--- src/rtl/pixel_frame_ctrl.sv ---
// Start-triggered frame sequencer for the pixel array: erase/expose/convert/read
// phases, ADC ramp generation, frame capture and a valid/ready word stream.
module pixel_frame_ctrl #(
   parameter  int ERASE_CYCLES = 5,
   parameter  int DATA_W       = 8,
   parameter  int N_PIX        = 4,
   localparam int IDX_W        = (N_PIX > 1) ? $clog2(N_PIX) : 1
) (
   input  logic                     clk,
   input  logic                     reset,
   input  logic                     start,
   input  logic                     continuous,
   input  logic [15:0]              exp_time,
   output logic                     erase,
   output logic                     expose,
   output logic                     convert,
   output logic                     read,
   output logic [DATA_W-1:0]        adc_count,
   input  logic [N_PIX*DATA_W-1:0]  pix_data_in,
   output logic [DATA_W-1:0]        out_data,
   output logic [IDX_W-1:0]         out_index,
   output logic                     out_valid,
   input  logic                     out_ready,
   output logic                     busy,
   output logic                     frame_done
);

   typedef enum logic [2:0] {
      S_IDLE, S_ERASE, S_EXPOSE, S_CONVERT, S_READ, S_DRAIN
   } state_t;

   state_t              state_q, state_d;
   logic [15:0]         cnt_q, cnt_d;
   logic [15:0]         exp_q, exp_d;
   logic [DATA_W-1:0]   adc_q, adc_d;
   logic [IDX_W-1:0]    idx_q, idx_d;
   logic [DATA_W-1:0]   data_q, data_d;
   logic                valid_q, valid_d;
   logic                done_q, done_d;
   logic                erase_q, expose_q, convert_q, read_q, busy_q;
   logic [DATA_W-1:0]   buf_q [N_PIX];
   logic [IDX_W-1:0]    idx_nxt;
   logic [15:0]         exp_sat;

   assign idx_nxt = idx_q + 1'b1;
   // A zero exposure request still yields one expose cycle.
   assign exp_sat = (exp_time == 16'd0) ? 16'd1 : exp_time;

   always_comb begin
      state_d = state_q;
      cnt_d   = cnt_q;
      exp_d   = exp_q;
      adc_d   = '0;
      idx_d   = idx_q;
      data_d  = data_q;
      valid_d = valid_q;
      done_d  = 1'b0;
      case (state_q)
         S_IDLE: begin
            if (start) begin
               state_d = S_ERASE;
               cnt_d   = '0;
               exp_d   = exp_sat;
            end
         end
         S_ERASE: begin
            if (cnt_q == 16'(ERASE_CYCLES - 1)) begin
               state_d = S_EXPOSE;
               cnt_d   = '0;
            end else begin
               cnt_d = cnt_q + 16'd1;
            end
         end
         S_EXPOSE: begin
            if (cnt_q == exp_q - 16'd1) begin
               state_d = S_CONVERT;
               cnt_d   = '0;
            end else begin
               cnt_d = cnt_q + 16'd1;
            end
         end
         S_CONVERT: begin
            if (adc_q == '1) begin
               state_d = S_READ;
            end else begin
               adc_d = adc_q + 1'b1;
            end
         end
         S_READ: begin
            state_d = S_DRAIN;
            idx_d   = '0;
            data_d  = pix_data_in[DATA_W-1:0];
            valid_d = 1'b1;
         end
         S_DRAIN: begin
            if (out_ready) begin
               if (idx_q == IDX_W'(N_PIX - 1)) begin
                  valid_d = 1'b0;
                  data_d  = '0;
                  idx_d   = '0;
                  done_d  = 1'b1;
                  if (continuous) begin
                     state_d = S_ERASE;
                     cnt_d   = '0;
                     exp_d   = exp_sat;
                  end else begin
                     state_d = S_IDLE;
                  end
               end else begin
                  idx_d  = idx_nxt;
                  data_d = buf_q[idx_nxt];
               end
            end
         end
         default: state_d = S_IDLE;
      endcase
   end

   // Phase flags are registered from the next state so every output is a flop.
   always_ff @(posedge clk or posedge reset) begin
      if (reset) begin
         state_q   <= S_IDLE;
         cnt_q     <= '0;
         exp_q     <= '0;
         adc_q     <= '0;
         idx_q     <= '0;
         data_q    <= '0;
         valid_q   <= 1'b0;
         done_q    <= 1'b0;
         erase_q   <= 1'b0;
         expose_q  <= 1'b0;
         convert_q <= 1'b0;
         read_q    <= 1'b0;
         busy_q    <= 1'b0;
      end else begin
         state_q   <= state_d;
         cnt_q     <= cnt_d;
         exp_q     <= exp_d;
         adc_q     <= adc_d;
         idx_q     <= idx_d;
         data_q    <= data_d;
         valid_q   <= valid_d;
         done_q    <= done_d;
         erase_q   <= (state_d == S_ERASE);
         expose_q  <= (state_d == S_EXPOSE);
         convert_q <= (state_d == S_CONVERT);
         read_q    <= (state_d == S_READ);
         busy_q    <= (state_d != S_IDLE);
      end
   end

   for (genvar gi = 0; gi < N_PIX; gi++) begin : g_capture
      always_ff @(posedge clk or posedge reset) begin
         if (reset) begin
            buf_q[gi] <= '0;
         end else if (state_q == S_READ) begin
            buf_q[gi] <= pix_data_in[gi*DATA_W +: DATA_W];
         end
      end
   end

   assign erase      = erase_q;
   assign expose     = expose_q;
   assign convert    = convert_q;
   assign read       = read_q;
   assign adc_count  = adc_q;
   assign out_data   = data_q;
   assign out_index  = idx_q;
   assign out_valid  = valid_q;
   assign busy       = busy_q;
   assign frame_done = done_q;

endmodule
--- config.mk ---
export PLATFORM = sky130hd
export DESIGN_NAME = pixel_frame_ctrl
export DESIGN_NICKNAME = d
export VERILOG_FILES = /design/src/rtl/pixel_frame_ctrl.sv
export SDC_FILE = /design/constraint.sdc
export NUM_CORES = 1
export LEC_CHECK = 0
export ABC_AREA = 1
export CAP_MARGIN = 20
export CORE_ASPECT_RATIO = 0.5
export CORE_UTILIZATION = 51
export CTS_BUF_LIST = sky130_fd_sc_hd__clkbuf_8
export CTS_CLUSTER_DIAMETER = 100
export DETAILED_ROUTE_END_ITERATION = 7
export PLACE_DENSITY_LB_ADDON = 0.3
export REMOVE_ABC_BUFFERS = 1
export SYNTH_ARGS = -nofsm -noshare
export SYNTH_HDL_FRONTEND = slang
export SYNTH_SLANG_ARGS = --single-unit
--- constraint.sdc ---
create_clock -name clk -period 3.25 [get_ports clk]
set_clock_uncertainty 0.15 [all_clocks]
set_input_delay 0.8125 -clock clk [delete_from_list [all_inputs] [get_ports clk]]
set_output_delay 0.8125 -clock clk [all_outputs]
set_load 0.01 [all_outputs]
==> out/metrics.cfg <==
[routing]
via_count=4935
drt-initial-drc-count=359
via_per_inst=5.14
drt_first_pass_iters=7
wl_per_cell_um=13.6
ant_nets=0
wirelength_mm=13.1
drc_errors=2

[layout]
stdcell_area_um2=6510
final_nets=874
final_common_cell=nand2_1
drive_gt1_share_pct=8.04
syn2layout_area_growth_pct=20.4
num_antenna_cells=0
final_cell_mix=nand2_1, dfrtp_1, inv_1

[yosys]
synthesis.area_um2=5410
synth_fa_ha_area_share_pct=1.16
synth.avg_cell_area_um2=7.24
yosys.area_share.simple_pct=35.1
synth_top_area_share_pct=42.6
ys_seq_area_share_pct=42.6
synth_warnings=0
synth_xor_xnor_area_share_pct=3.56
synth_mux_area_share_pct=0.416
ys_ff_latch=92
synth.area.top_cells=dfrtp_1, nand2_1, o21ai_0
synth_edf_count=0
synth_top_family_by_area=simple AND/OR/NAND/NOR gates
synth_cell_types=36
ys.flop_type=dfrtp_1
synth_compound_area_share_pct=8.81
syn-instance-count=747
synth.largest_area_cell=dfrtp_1
async_flop_share_pct=100

[sta]
max_slew_margin_pct=52.4
drv_slew=0
rsz0062_at_grt=no
hold_viol_final=0
worst_pin_slew_ns=0.714
finalSetupViolCount=0
fin_crit_sh_pct=76.8
setup_tns_ns=0
min_period_ns=2.50
fmax_mhz=401

[critical_path]
critPathArrivalTime_ns=1.53
critical_path.top_delay_family=buffers and inverters
r2r_cells=14
cp-start-kind=flip-flop
path_depth=1
cp-end-kind=primary output
crit_required_ns=2.29
slowest_stage=clkdlybuf4s50_1
cp_num_buf_inv=1
crit_type=flip-flop to primary output
cpPeakStageDelay_ns=0.64
worstPathCellList=clkdlybuf4s50_1
crit_path_max_fanout=9

[clock_network]
clock_sinks=92
clkLatencyLatePin_ns=0.37
clk_path_buf_depth=2
cts_made_buffers=9
cts_root_buf=clkbuf_8
cts.hold.buffers_added=0
ctsResizeCount=0
clk_pin_slew_ns=0.09
cts_setup_buffers=0
htreeDepth=3
cts_tree=yes

[min_path]
hold_class=flip-flop to flip-flop
holdPathStages=2

[die]
initial_utilization_pct=52.8
die_w_um=148
die_area_um2=11000
die-height_um=74.8
rows=26
ios=78
core_um2=10200

[global_routing]
grt_pass1_wl_mm=22.1
antenna_found_initial=0
grt_pass1_vias=4685
grt_use_total_pct=25.5
grt_start_max_net_pins=60
grt_overflow=0

[placement]
gp_congestion=0.923
placed_area_um2=6300
port_buffers=77
dp_hpwl_mm=9.57

[power_and_ir_drop]
vdd_drop_max_v=0.000415
power_leakage_nw=3.17
power.density_nw_per_um2=880

[run]
cap_violations=0

[status]
status=complete, but fails checks
violations=design-rule violations

-- registers in the layout, indices dropped and copies added, names as in the netlist --
name and cells:
adc_count 8, cnt_q 16, expose 1, exp_q 16, read 1, convert 1
buf_q 32, out_index 2, out_data 8, state_q 3, busy 1, erase 1
frame_done 1, out_valid 1
-- cells in the mapped netlist, types with 2 or more instances --
library cell / n
dfrtp_1: 92
ha_1: 5
nand3_1: 60
xnor2_1: 6
inv_2: 5
nor2_4: 5
clkbuf_2: 4
clkinv_1: 2
nor2_2: 5
nand3_2: 7
nand3b_1: 4
nor3_1: 10
clkbuf_1: 12
nand2_1: 220
inv_1: 82
o21ai_2: 2
a21oi_1: 26
nand2_2: 11
buf_2: 9
nand2_4: 2
nor4_1: 5
xor2_1: 16
o21ai_0: 62
mux2_2: 2
nor2_1: 73
nand4_1: 10
-- cell type report --
cell class                 instances  area [um^2]
inverter                          89          335
sequential                        92         2300
timing repair buffer              84          836
multi-input combinational        540         2650
tap                              140          175
fill                             943         3740
clock inverter                     5         58.8
clock buffer                      11          151
-- final timing paths --
kind,startpoint,endpoint,slack [ns]
max,out_index[0]$_DFFE_PP0P_,out_index[0],0.75
min,buf_q[0]$_DFFE_PP0P_,buf_q[0]$_DFFE_PP0P_,0.33
max reg2reg,exp_q[0]$_DFFE_PP0P_,expose$_DFF_PP0_,0.90
min reg2reg,buf_q[0]$_DFFE_PP0P_,buf_q[0]$_DFFE_PP0P_,0.33
max in group asynchronous,reset,frame_done$_DFF_PP0_,1.58
min in group asynchronous,reset,exp_q[15]$_DFFE_PP0P_,0.68
-- power breakdown --
group / leakage (nW) / switching [W] / internal [W]
Sequential: 1.15 / 0.000437 / 0.00162
Clock: 0.108 / 0.000417 / 0.000401
Combinational: 1.91 / 0.00176 / 0.00110
Total: 3.17 / 0.00261 / 0.00312
-- metrics by stage --
step | power, W | instances | setup WS, ns | hold slack, ns | util (%)
floorplan | 0.00398 | 721 | -0.104 | 0.294 | -
global placement | 0.00482 | 945 | 0.763 | 0.308 | 61.5
detailed placement | 0.00491 | 945 | 0.722 | 0.311 | 61.5
CTS | 0.00574 | 961 | 0.747 | 0.336 | 63.5
global route | 0.00624 | 961 | 0.678 | 0.348 | 63.5
finish | 0.00573 | 961 | 0.753 | 0.334 | 63.5
-- layer usage --
layer	up-vias	part of all wire [%]	global-route usage (%)
li1	2511	-	-
met1	2246	47	33.6
met3	26	5.6	5.76
met2	152	46	42.5
met5	-	0	0
met4	0	1.9	8.48
-- logic make-up (layout without fill, tap and decap cells) --
| logic type | count (synthesis) | count (layout) |
|---|---|---|
| and+or+nand+nor | 418 | 418 |
| buffers and inverters | 115 | 189 |
| AOI/OAI and AO/OA | 93 | 93 |
| DFF | 92 | 92 |
| xor gates and xnor gates | 22 | 22 |
| adders and majority gates | 5 | 5 |
| muxes | 2 | 2 |
Power figures use the tool's default switching activity.
